<file path="config.mk">
export PLATFORM = sky130hd
export DESIGN_NAME = seg7_scan
export DESIGN_NICKNAME = d
export VERILOG_FILES = /design/src/rtl/seg7_pkg.sv /design/src/rtl/seg7_decode.sv /design/src/rtl/seg7_scan.sv
export SDC_FILE = /design/constraint.sdc
export NUM_CORES = 1
export LEC_CHECK = 0
export CAP_MARGIN = 20
export CORE_MARGIN = 3
export CORE_UTILIZATION = 25
export CTS_CLUSTER_SIZE = 10
export DETAILED_ROUTE_END_ITERATION = 6
export GPL_ROUTABILITY_DRIVEN = 0
export PLACE_DENSITY_LB_ADDON = 0.05
export REMOVE_ABC_BUFFERS = 1
export SKIP_CTS_REPAIR_TIMING = 1
export SYNTH_ARGS = -nofsm -noshare
export SYNTH_HDL_FRONTEND = slang
export SYNTH_HIERARCHICAL = 1
export SYNTH_SLANG_ARGS = --single-unit
</file>
<file path="constraint.sdc">
create_clock -name CLK -period 5.24 [get_ports CLK]
set_clock_uncertainty 0.2 [all_clocks]
set_input_delay 1.572 -clock CLK [delete_from_list [all_inputs] [get_ports CLK]]
set_output_delay 1.572 -clock CLK [all_outputs]
set_load 0.02 [all_outputs]
</file>
<file path="src/rtl/seg7_pkg.sv">
// Shared definitions for the seven-segment scan driver: state encoding and
// the active-high hex glyph table.
package seg7_pkg;

   typedef logic [1:0] state_t;

   localparam state_t ST_OFF   = 2'd0;
   localparam state_t ST_BLANK = 2'd1;
   localparam state_t ST_SHOW  = 2'd2;

   // {g,f,e,d,c,b,a} per hex digit; entry i is the glyph for digit i (first listed is F).
   localparam logic [15:0][6:0] HEX_GLYPH = {
      7'h71, 7'h79, 7'h5E, 7'h39, 7'h7C, 7'h77, 7'h6F, 7'h7F,
      7'h07, 7'h7D, 7'h6D, 7'h66, 7'h4F, 7'h5B, 7'h06, 7'h3F
   };

endpackage

</file>
<file path="src/rtl/seg7_decode.sv">
// Combinational nibble to active-high seven-segment glyph decoder.
module seg7_decode
   import seg7_pkg::*;
(
   input  logic [3:0] nibble,
   output logic [6:0] glyph
);

   assign glyph = HEX_GLYPH[nibble];

endmodule

</file>
<file path="src/rtl/seg7_scan.sv">
// Time-multiplexed common-anode seven-segment driver: one digit per scan tick,
// an anti-ghost blank gap before each digit, and frame-atomic data latching.
module seg7_scan
   import seg7_pkg::*;
#(
   parameter int DIGITS       = 8,
   parameter int BLANK_CYCLES = 4,
   parameter bit AN_ACT_LOW   = 1'b1,
   parameter bit SEG_ACT_LOW  = 1'b1
) (
   input  logic                CLK,
   input  logic                RST,
   input  logic                tick,
   input  logic [4*DIGITS-1:0] data,
   input  logic [DIGITS-1:0]   dp,
   input  logic [DIGITS-1:0]   dig_en,
   input  logic                lz_blank,
   output logic [DIGITS-1:0]   an,
   output logic [6:0]          seg,
   output logic                dp_o,
   output logic                frame_done
);

   localparam int IDX_W = (DIGITS > 1) ? $clog2(DIGITS) : 1;
   localparam int CNT_W = (BLANK_CYCLES > 0) ? $clog2(BLANK_CYCLES + 1) : 1;

   localparam logic [IDX_W-1:0]  LAST_IDX   = IDX_W'(DIGITS - 1);
   localparam logic [CNT_W-1:0]  BLANK_LOAD = CNT_W'(BLANK_CYCLES);
   localparam logic [DIGITS-1:0] AN_OFF     = {DIGITS{AN_ACT_LOW}};
   localparam logic [6:0]        SEG_OFF    = {7{SEG_ACT_LOW}};
   localparam logic              DP_OFF     = SEG_ACT_LOW;

   state_t              state_q, state_d;
   logic [IDX_W-1:0]    idx_q, idx_d;
   logic [CNT_W-1:0]    cnt_q, cnt_d;
   logic [4*DIGITS-1:0] sh_data_q, sh_data_d;
   logic [DIGITS-1:0]   sh_dp_q, sh_dp_d;
   logic [DIGITS-1:0]   sh_en_q, sh_en_d;
   logic                sh_lz_q, sh_lz_d;
   logic                frame_done_q, frame_done_d;
   logic [DIGITS-1:0]   an_q, an_d;
   logic [6:0]          seg_q, seg_d;
   logic                dp_o_q, dp_o_d;

   logic                tick_acc;
   logic                wrap;
   logic [DIGITS-1:0]   nz_upto;
   logic                nz_acc;
   logic [3:0]          cur_nibble;
   logic [6:0]          glyph;
   logic                lit;
   logic                load_show;
   logic [DIGITS-1:0]   an_act;

   // NOTE: clocked state uses non-blocking assignments so every flop samples pre-edge values.
   always_ff @(posedge CLK or posedge RST) begin
      if (RST) state_q <= ST_OFF;
      else     state_q <= state_d;
   end

   assign tick_acc = tick && (state_q != ST_BLANK);
   assign wrap     = (idx_q == LAST_IDX);

   // NOTE: every always_comb output gets a default first, so no path can infer a latch.
   always_comb begin
      state_d = state_q;
      case (state_q)
         ST_OFF, ST_SHOW: if (tick_acc) state_d = (BLANK_CYCLES == 0) ? ST_SHOW : ST_BLANK;
         ST_BLANK:        if (cnt_q == CNT_W'(1)) state_d = ST_SHOW;
         default:         state_d = ST_OFF;
      endcase
   end

   always_comb begin
      idx_d        = idx_q;
      cnt_d        = cnt_q;
      sh_data_d    = sh_data_q;
      sh_dp_d      = sh_dp_q;
      sh_en_d      = sh_en_q;
      sh_lz_d      = sh_lz_q;
      frame_done_d = 1'b0;
      if (tick_acc) begin
         idx_d = wrap ? '0 : idx_q + 1'b1;
         cnt_d = BLANK_LOAD;
         if (wrap) begin
            sh_data_d    = data;
            sh_dp_d      = dp;
            sh_en_d      = dig_en;
            sh_lz_d      = lz_blank;
            frame_done_d = (state_q == ST_SHOW);
         end
      end else if (state_q == ST_BLANK && cnt_q != '0) begin
         cnt_d = cnt_q - 1'b1;
      end
   end

   // nz_upto[i] is set when any nibble from the most significant digit down to i is non-zero.
   always_comb begin
      nz_acc  = 1'b0;
      nz_upto = '0;
      for (int i = DIGITS - 1; i >= 0; i--) begin
         nz_acc     = nz_acc | (|sh_data_d[4*i +: 4]);
         nz_upto[i] = nz_acc;
      end
   end

   assign cur_nibble = sh_data_d[4*idx_d +: 4];
   assign lit        = sh_en_d[idx_d] & ~(sh_lz_d & (idx_d != '0) & ~nz_upto[idx_d]);

   seg7_decode u_decode (
      .nibble (cur_nibble),
      .glyph  (glyph)
   );

   // Outputs follow the next state so a direct OFF/SHOW -> SHOW step shows freshly latched data.
   always_comb begin
      an_d      = an_q;
      seg_d     = seg_q;
      dp_o_d    = dp_o_q;
      an_act    = '0;
      load_show = (state_d == ST_SHOW) && ((state_q != ST_SHOW) || tick);
      if (load_show) begin
         an_act[idx_d] = lit;
         an_d          = an_act ^ AN_OFF;
         seg_d         = (lit ? glyph : 7'h00) ^ SEG_OFF;
         dp_o_d        = (lit & sh_dp_d[idx_d]) ^ DP_OFF;
      end else if (state_d != ST_SHOW) begin
         an_d   = AN_OFF;
         seg_d  = SEG_OFF;
         dp_o_d = DP_OFF;
      end
   end

   // NOTE: shadow registers are reset too, so a frame started right after reset shows known data.
   always_ff @(posedge CLK or posedge RST) begin
      if (RST) begin
         idx_q        <= LAST_IDX;
         cnt_q        <= '0;
         sh_data_q    <= '0;
         sh_dp_q      <= '0;
         sh_en_q      <= '0;
         sh_lz_q      <= 1'b0;
         frame_done_q <= 1'b0;
         an_q         <= AN_OFF;
         seg_q        <= SEG_OFF;
         dp_o_q       <= DP_OFF;
      end else begin
         idx_q        <= idx_d;
         cnt_q        <= cnt_d;
         sh_data_q    <= sh_data_d;
         sh_dp_q      <= sh_dp_d;
         sh_en_q      <= sh_en_d;
         sh_lz_q      <= sh_lz_d;
         frame_done_q <= frame_done_d;
         an_q         <= an_d;
         seg_q        <= seg_d;
         dp_o_q       <= dp_o_d;
      end
   end

   assign an         = an_q;
   assign seg        = seg_q;
   assign dp_o       = dp_o_q;
   assign frame_done = frame_done_q;

endmodule

</file>
==> results_dict.tcl, run 1 <==
set metrics [dict create \
    cts.sinks 74 \
    synthArstFlopShare_pct 100 \
    grt_pass1_vias 3295 \
    synth_warnings 6 \
    yosys_register_bits 74 \
    synth_edf_count 0 \
    ios 69 \
    grt_overflow 0 \
    synth.distinct_cells 58 \
    cp.arrival_ps 4880 \
    place.detailed.hpwl_um 9020 \
    dieArea_um2 17800 \
    synth_top_area_cell "dfrtp_1" \
    drv_cap 0 \
    p_leak_nw 2.30 \
    ys.flop_type "dfrtp_1" \
    ant_nets 0 \
    rsz0062_at_grt "false" \
    clock_latency_ps 340 \
    rows 45 \
    synth_cells 375 \
    drive_gt1_share_pct 26.9 \
    yosysSeqAreaShare_pct 46.2 \
    critPathRequiredTime_ps 5320 \
    ir_drop_uv 284 \
    tns_ps 0 \
    layout_min_cycle_time_ps 4810 \
    grt_use_total_pct 13.6 \
    stdcell_count 675 \
    min_path_type "flip-flop to flip-flop" \
    grt_max_degree 47 \
    power.density_nw_per_um2 663 \
    drt_wl_total_um 11700 \
    synth_commonest_cells "55 x dfrtp_1, 51 x mux2_2, 36 x nor2_1" \
    netlist_top_cells_area "dfrtp_1 34%, mux2_2 14%, dfstp_2 12%, mux2i_1 4.4%, ha_1 4.0%" \
    wire_per_inst_um 17.3 \
    core_um2 15500 \
    h-tree-depth 3 \
    fp.dieH_um 133 \
    syn_area_per_cell_um2 10.8 \
    seqCellArea_um2 1880 \
    hold_viol 0 \
    cts-root-buf "clkbuf_16" \
    grt_antenna_before_repair 0 \
    synth_top_area_share_pct 33.9 \
    die_x_um 133 \
    final_max_slew_viol_count 0 \
    start_util_pct 26.1 \
    layout.nets 524 \
    rr_startpoint "idx_q[0]" \
    fill_cells 1588 \
    slew_headroom_pct 52.1 \
    n_antenna_cell 0 \
    synth.cell_area_um2 4060 \
    path_class "input port to flip-flop" \
    endpoint_kind "flip-flop" \
    cts_buffer_depth 2 \
    clkTransAtPathRegs_ps 60 \
    min_from "sh_en_q[1]" \
    grt_first_pass_wirelength_um 18800 \
    dr_total_vias 3085 \
    area_growth_pct 33.2 \
    finalSetupViolations 0 \
    worst_slew_pin_slew_ps 711 \
    fmax_mhz 208 \
    firstDrtPassIters 4 \
    drt-vias-per-instance 4.57 \
    fin_crit_sh_pct 91.7 \
    drt_iter0_drc 145 \
    status "finished clean" \
    path_max_fanout 11 \
    multiInputGateArea_um2 1960 \
    numCtsBuffers 9 \
    cp-start-kind "input port" \
    dp_cells 659 \
    cts_tree "built" \
    startpoint "tick" \
    synth.most_common_cell "dfrtp_1" \
    io_buffers 68 \
    drc 0 \
]
registers in the layout (all words and copies together) (netlist names):
| register | count |
|---|---|
| an | 8 |
| cnt_q | 3 |
| dp_o | 1 |
| frame_done | 1 |
| idx_q | 3 |
| seg | 7 |
| sh_data_q | 32 |
| sh_dp_q | 8 |
| sh_en_q | 8 |
| sh_lz_q | 1 |
| state_q | 2 |
power breakdown:
| group | internal [W] | switching (W) |
|---|---|---|
| Clock | 0.000407 | 0.000238 |
| Sequential | 0.000772 | 0.0000949 |
| Combinational | 0.000930 | 0.00114 |
| Total | 0.00211 | 0.00147 |
layout by cell type, fill, tap and decap left out, types with 17 or more instances in the layout:
cell type,synthesis,final
mux2i_1,18,18
clkdlybuf4s50_1,0,68
nor4_1,17,17
nor3_1,18,18
dfrtp_1,55,55
mux2_2,51,51
dfstp_2,19,19
buf_4,2,23
nor2_1,36,36
inv_1,23,22
per-stage QoR:
step	total power, W	setup slack, ps	area [um^2]	util (%)	hold WS, ps
2_1_floorplan	0.00222	270	3940	-	241
3_3_place_gp	0.00297	150	5100	32.8	259
3_5_place_dp	0.00296	83.4	5100	32.8	264
4_1_cts	0.00363	433	5410	34.8	278
5_1_grt	0.00389	166	5410	34.8	304
6_report	0.00358	434	5410	34.8	272
worst max-delay path, stage by stage:
cell,delay [ps]
clkdlybuf4s50_1,560
inv_2,80
or4_1,480
and2_1,320
inv_4,180
nor3_1,70
or3_1,320
o31a_1,170
inv_1,150
ha_1,270
mux4_1,490
inv_1,70
o32a_1,150
cell families after synthesis:
logic type,count (synthesis),share of synthesized area [%]
buffers and inverters,47,5.52
multiplexers,71,19.6
AND/OR/NAND/NOR,120,15.1
adder cells (fa/ha/maj),13,4.01
AO/OA/AOI/OAI,50,9.62
flip-flops,74,46.2
routing by layer:
layer / vias to the layer above / global-route usage (%) / part of all wire, % / wire [um]
met5: - / 0 / 0 / 0
met4: 0 / 5.20 / 1.8 / 213
met3: 15 / 2.53 / 3.1 / 358
met2: 49 / 21.2 / 46 / 5380
met1: 1492 / 18.8 / 49 / 5710
li1: 1529 / - / - / -
path summary, 6_finish.rpt:
| check | slack [ps] | cells after the start | to |
|---|---|---|---|
| worst max-delay path | 430 | 13 | seg[3] |
| worst min-delay path | 270 | 2 | sh_en_q[1] |
| worst max register to register | 1280 | 15 | seg[3] |
| worst min register to register | 270 | 2 | sh_en_q[1] |
| max in group asynchronous | 2840 | 3 | sh_data_q[30] |
| min in group asynchronous | 1210 | 2 | sh_en_q[5] |
final cells by class:
type / instances / area share, %
Clock buffer: 14 / 5.07
Clock inverter: 2 / 0.648
Inverter: 27 / 1.92
Multi-Input combinational cell: 254 / 36.3
Sequential cell: 74 / 34.7
Tap cell: 211 / 4.88
Timing Repair Buffer: 93 / 16.5
Power figures use the tool's default switching activity.
==> inputs of run 2 (changes only) <==
--- a/config.mk
+++ b/config.mk
@@ -6,7 +6,6 @@
 export NUM_CORES = 1
 export LEC_CHECK = 0
 export CAP_MARGIN = 20
-export CORE_MARGIN = 3
 export CORE_UTILIZATION = 25
 export CTS_CLUSTER_SIZE = 10
 export DETAILED_ROUTE_END_ITERATION = 6
@@ -16,5 +15,4 @@
 export SKIP_CTS_REPAIR_TIMING = 1
 export SYNTH_ARGS = -nofsm -noshare
 export SYNTH_HDL_FRONTEND = slang
-export SYNTH_HIERARCHICAL = 1
 export SYNTH_SLANG_ARGS = --single-unit
==> results_dict.tcl, run 2 <==
set metrics [dict create \
    status "finished clean" \
    final_max_slew_viol_count 0 \
    reg2reg_depth 14 \
    grt_max_degree 48 \
    slew_headroom_pct 48.5 \
    finalSetupViolations 0 \
    drt_iter0_drc 157 \
    cp_cell_sequence "clkdlybuf4s50_1, inv_2, or4_4, and2_1, buf_4, nand2_1, nand2_1, a221o_1, inv_1, ha_1, and3_1, or3_1, a31oi_1" \
    fin_ws_ps 561 \
    stdcell_area_um2 5340 \
    final_common_cell "clkdlybuf4s50_1" \
    synth_top_area_cell "dfrtp_1" \
    hold_viol 0 \
    endpoint_kind "flip-flop" \
    netlist_top_cells_area "dfrtp_1 34%, mux2_2 13%, dfstp_2 12%, mux2i_1 4.5%, ha_1 3.7%" \
    io_buffers 68 \
    synth.cell_area_um2 4040 \
    synth_edf_count 0 \
    cts-root-buf "clkbuf_16" \
    drc 0 \
    fill_cells 1621 \
    path_class "input port to flip-flop" \
    stdcell_count 674 \
    rows 46 \
    synth.most_common_cell "dfrtp_1" \
    n_antenna_cell 0 \
    grt_first_pass_wirelength_um 18700 \
    grtUsageMet1_pct 20.0 \
    holdPathStages 1 \
    multiInputGateArea_um2 2000 \
    seqCellArea_um2 1880 \
    rr_startpoint "idx_q[1]" \
    cts_buffer_depth 2 \
    slowest_delay_ps 540 \
    ios 69 \
    cpLargestDelayFamily "simple AND/OR/NAND/NOR gates" \
    top_register "sh_data_q" \
    regToRegEndpoint "seg[3]" \
    min_from "sh_en_q[5]" \
    dp_cells 658 \
    synth_warnings 0 \
    cp-start-kind "input port" \
    clock_latency_ps 340 \
    layout.nets 517 \
    grt_pass1_vias 3282 \
    crit_buf_inv 4 \
    ir_drop_uv 188 \
    mostFrequentLayoutCells "68 x clkdlybuf4s50_1, 55 x dfrtp_1, 47 x mux2_2" \
    drv_cap 0 \
    ys.flop_type "dfrtp_1" \
    placed_cell_area_um2 5040 \
    min_path_type "flip-flop to flip-flop" \
    r2r_setup_slack_ps 1340 \
    synth_top_area_share_pct 34.1 \
    wire_per_inst_um 17.9 \
    fin_crit_sh_pct 89.3 \
    largest_reg_flops 32 \
    cts.sinks 74 \
    firstDrtPassIters 5 \
    min_to "sh_en_q[5]" \
    fmax_mhz 214 \
    core_um2 15800 \
    path_max_fanout 9 \
    dieArea_um2 16700 \
    rsz0062_at_grt "false" \
    synth_commonest_cells "55 x dfrtp_1, 47 x mux2_2, 24 x nor2_1" \
    start_util_pct 25.5 \
    p_leak_nw 2.20 \
    dr_total_vias 3216 \
    grt_overflow 0 \
    drt-vias-per-instance 4.77 \
    numCtsBuffers 9 \
    layout_min_cycle_time_ps 4680 \
    drive_gt1_share_pct 24.2 \
    synth.distinct_cells 59 \
    place.detailed.hpwl_um 9230 \
    die_x_um 129 \
    clkTransAtPathRegs_ps 50 \
    drt_wl_total_um 12000 \
    syn_area_per_cell_um2 10.8 \
    grt_busiest_layer "met2" \
    ant_nets 0 \
    critPathRequiredTime_ps 5310 \
    yosysSeqAreaShare_pct 46.4 \
    worst_slew_pin_slew_ps 771 \
    grt_antenna_before_repair 0 \
    power.density_nw_per_um2 602 \
    globalRouteMet2Util_pct 24.3 \
    yosys_register_bits 74 \
    cts_tree "built" \
    fp.dieH_um 129 \
    synth_cells 375 \
    cp.arrival_ps 4750 \
    grt_use_total_pct 15.4 \
    cp_common_cell "nand2_1" \
    crit_slowest_cell "clkdlybuf4s50_1" \
    area_growth_pct 32.3 \
    grt_util_met3_pct 2.89 \
    synthArstFlopShare_pct 100 \
    h-tree-depth 3 \
    pre_cts_slack_ps 214 \
]
==> run 2: cell count changes after synthesis, sizes merged, moves of 5 or more <==
cell and change:
or4 +5, a31oi +12, nor4 -6, inv -9, a21oi +9, o32a -7, o21ai +9, nor2 -12
nor3 -10
==> run 2: cell families after synthesis <==
kind of cell | Yosys count | share of synthesized area (%)
fa+ha+maj | 12 | 3.72
simple gates | 103 | 13.5
compound gates | 84 | 14.3
flops | 74 | 46.4
buf+inv | 36 | 4.09
mux | 66 | 17.9
==> run 2: metal layers <==
| layer | wire length (um) | share of wire (%) |
|---|---|---|
| met2 | 5540 | 46 |
| met5 | 0 | 0 |
| met3 | 536 | 4.5 |
| met4 | 282 | 2.3 |
| met1 | 5680 | 47 |
==> run 2: worst reg2reg max path: cells and delay by family (launching register included) <==
kind / cells / cell delay (ps)
mux: 1 / 360
flops: 1 / 580
compound gates: 2 / 540
fa+ha+maj: 3 / 660
buf+inv: 2 / 400
simple gates: 6 / 1090
==> run 2: how the worst max path moves through the flow <==
stage,depth (start not counted),slack [ps],from,to
final,13,560,tick,seg[3]
after global routing,10,380,tick,seg[5]
after CTS,11,550,tick,seg[6]
after detailed placement,11,210,tick,seg[6]
after global placement,13,220,tick,seg[3]
after floorplan,10,-120,tick,seg[3]
==> run 2: area by class of cell <==
type	instances	share of cell area [%]
multi-input combinational	265	37.5
clock buffer	13	4.50
inverter	18	1.26
clock inverter	3	1.22
tap	216	5.06
timing repair buffer	85	15.4
sequential	74	35.1
==> run 2: where the power goes <==
part	total, W	internal (W)	switching, W
registers	0.000911	0.000774	0.000136
logic	0.00166	0.000719	0.000936
clock network	0.000651	0.000417	0.000234
total	0.00322	0.00191	0.00131
==> run 2: per-stage QoR <==
stage	hold WS [ps]	power, W	setup TNS, ps	utilization [%]
floorplan	262	0.00200	-116	-
global placement	278	0.00259	0	31.8
detailed placement	284	0.00259	0	31.8
CTS	297	0.00326	0	33.8
global route	314	0.00348	0	33.8
finish	292	0.00322	0	33.8
==> inputs of run 3 (changes only) <==
--- a/config.mk
+++ b/config.mk
@@ -6,6 +6,7 @@
 export NUM_CORES = 1
 export LEC_CHECK = 0
 export CAP_MARGIN = 20
+export CORE_MARGIN = 8
 export CORE_UTILIZATION = 25
 export CTS_CLUSTER_SIZE = 10
 export DETAILED_ROUTE_END_ITERATION = 6
==> results_dict.tcl, run 3 (synthesis gave the netlist of run 2 again) <==
set metrics [dict create \
    critPathRequiredTime_ps 5310 \
    io_buffers 68 \
    final_common_cell "clkdlybuf4s50_1" \
    finalSetupViolations 0 \
    numCtsBuffers 9 \
    min_to "sh_en_q[5]" \
    cts.sinks 74 \
    grt_first_pass_wirelength_um 19900 \
    grt_overflow 0 \
    status "finished clean" \
    stdcell_count 671 \
    clkTransAtPathRegs_ps 60 \
    regToRegEndpoint "seg[3]" \
    endpoint_kind "flip-flop" \
    fin_ws_ps 557 \
    r2r_setup_slack_ps 1470 \
    drt_wl_total_um 12500 \
    mostFrequentLayoutCells "68 x clkdlybuf4s50_1, 55 x dfrtp_1, 47 x mux2_2" \
    rsz0062_at_grt "false" \
    reg2reg_depth 14 \
    pre_cts_slack_ps 209 \
    cp.arrival_ps 4750 \
    clock_latency_ps 340 \
    place.detailed.hpwl_um 9490 \
    cp-start-kind "input port" \
    h-tree-depth 3 \
    drv_cap 0 \
    start_util_pct 25.5 \
    grt_antenna_before_repair 0 \
    power.density_nw_per_um2 597 \
    grt_pass1_vias 3449 \
    slew_headroom_pct 35.4 \
    path_max_fanout 9 \
    fill_cells 1631 \
    top_register "sh_data_q" \
    cts_tree "built" \
    cts_buffer_depth 2 \
    core_um2 15800 \
    min_path_type "flip-flop to flip-flop" \
    holdPathStages 1 \
    final_max_slew_viol_count 0 \
    drive_gt1_share_pct 24.2 \
    fin_crit_sh_pct 89.4 \
    drt_iter0_drc 132 \
    n_antenna_cell 0 \
    ant_nets 0 \
    grt_use_total_pct 12.8 \
    die_x_um 143 \
    fmax_mhz 214 \
    dr_total_vias 3183 \
    p_leak_nw 2.18 \
    hold_viol 0 \
    wire_per_inst_um 18.6 \
    layout.nets 514 \
    rows 46 \
    path_class "input port to flip-flop" \
    min_from "sh_en_q[5]" \
    fp.dieH_um 143 \
    ios 69 \
    multiInputGateArea_um2 2000 \
    grt_max_degree 75 \
    dp_cells 655 \
    layout_min_cycle_time_ps 4680 \
    firstDrtPassIters 6 \
    worst_slew_pin_slew_ps 968 \
    largest_reg_flops 32 \
    area_growth_pct 31.2 \
    dieArea_um2 20500 \
    drc 0 \
    rr_startpoint "idx_q[1]" \
    seqCellArea_um2 1880 \
    drt-vias-per-instance 4.74 \
    cts-root-buf "clkbuf_16" \
    ir_drop_uv 179 \
]
==> run 3: critical path, stage by stage <==
cell and delay [ps]:
clkdlybuf4s50_1 570, inv_2 110, or4_4 510, and2_1 290
buf_4 220, nand2_1 60, nand2_1 50, a221o_1 370
inv_1 110, ha_1 230, and3_1 150, or3_1 340
a31oi_1 160
==> run 3: layout make-up <==
cell class	count	share of cell area [%]
clock inverters	2	0.189
repair buffers	82	15.1
multi-input cells	265	37.8
well taps	216	5.10
inverters	18	1.28
flip-flops and latches	74	35.4
clock buffers	14	5.17
==> run 3: through the flow <==
stage	total power (W)	hold WS [ps]	TNS (ps)	util, %	instance area (um^2)
3_3_place_gp	0.00259	280	0	31.7	5010
5_1_grt	0.00342	304	0	33.5	5300
4_1_cts	0.00320	296	0	33.5	5300
2_1_floorplan	0.00200	262	-116	-	3940
6_report	0.00316	292	0	33.5	5300
3_5_place_dp	0.00259	283	0	31.7	5010
==> run 3: routing by layer <==
layer | track usage [%] | up-vias | routed length [um]
li1 | - | 1540 | -
met3 | 3.07 | 16 | 702
met4 | 5.48 | 0 | 240
met1 | 16.4 | 1548 | 5930
met2 | 20.0 | 79 | 5620
met5 | 0 | - | 0
==> run 3: worst max path at each step <==
stage	start	end	slack, ps
floorplan	tick	seg[3]	-120
global placement	tick	seg[3]	240
detailed placement	tick	seg[3]	210
CTS	tick	seg[3]	560
global route	tick	seg[3]	360
finish	tick	seg[3]	560
==> run 3: power breakdown <==
| part | switching [W] | leakage [nW] | internal (W) |
|---|---|---|---|
| registers | 0.000136 | 0.907 | 0.000774 |
| clock network | 0.000235 | 0.143 | 0.000358 |
| logic | 0.000945 | 1.13 | 0.000716 |
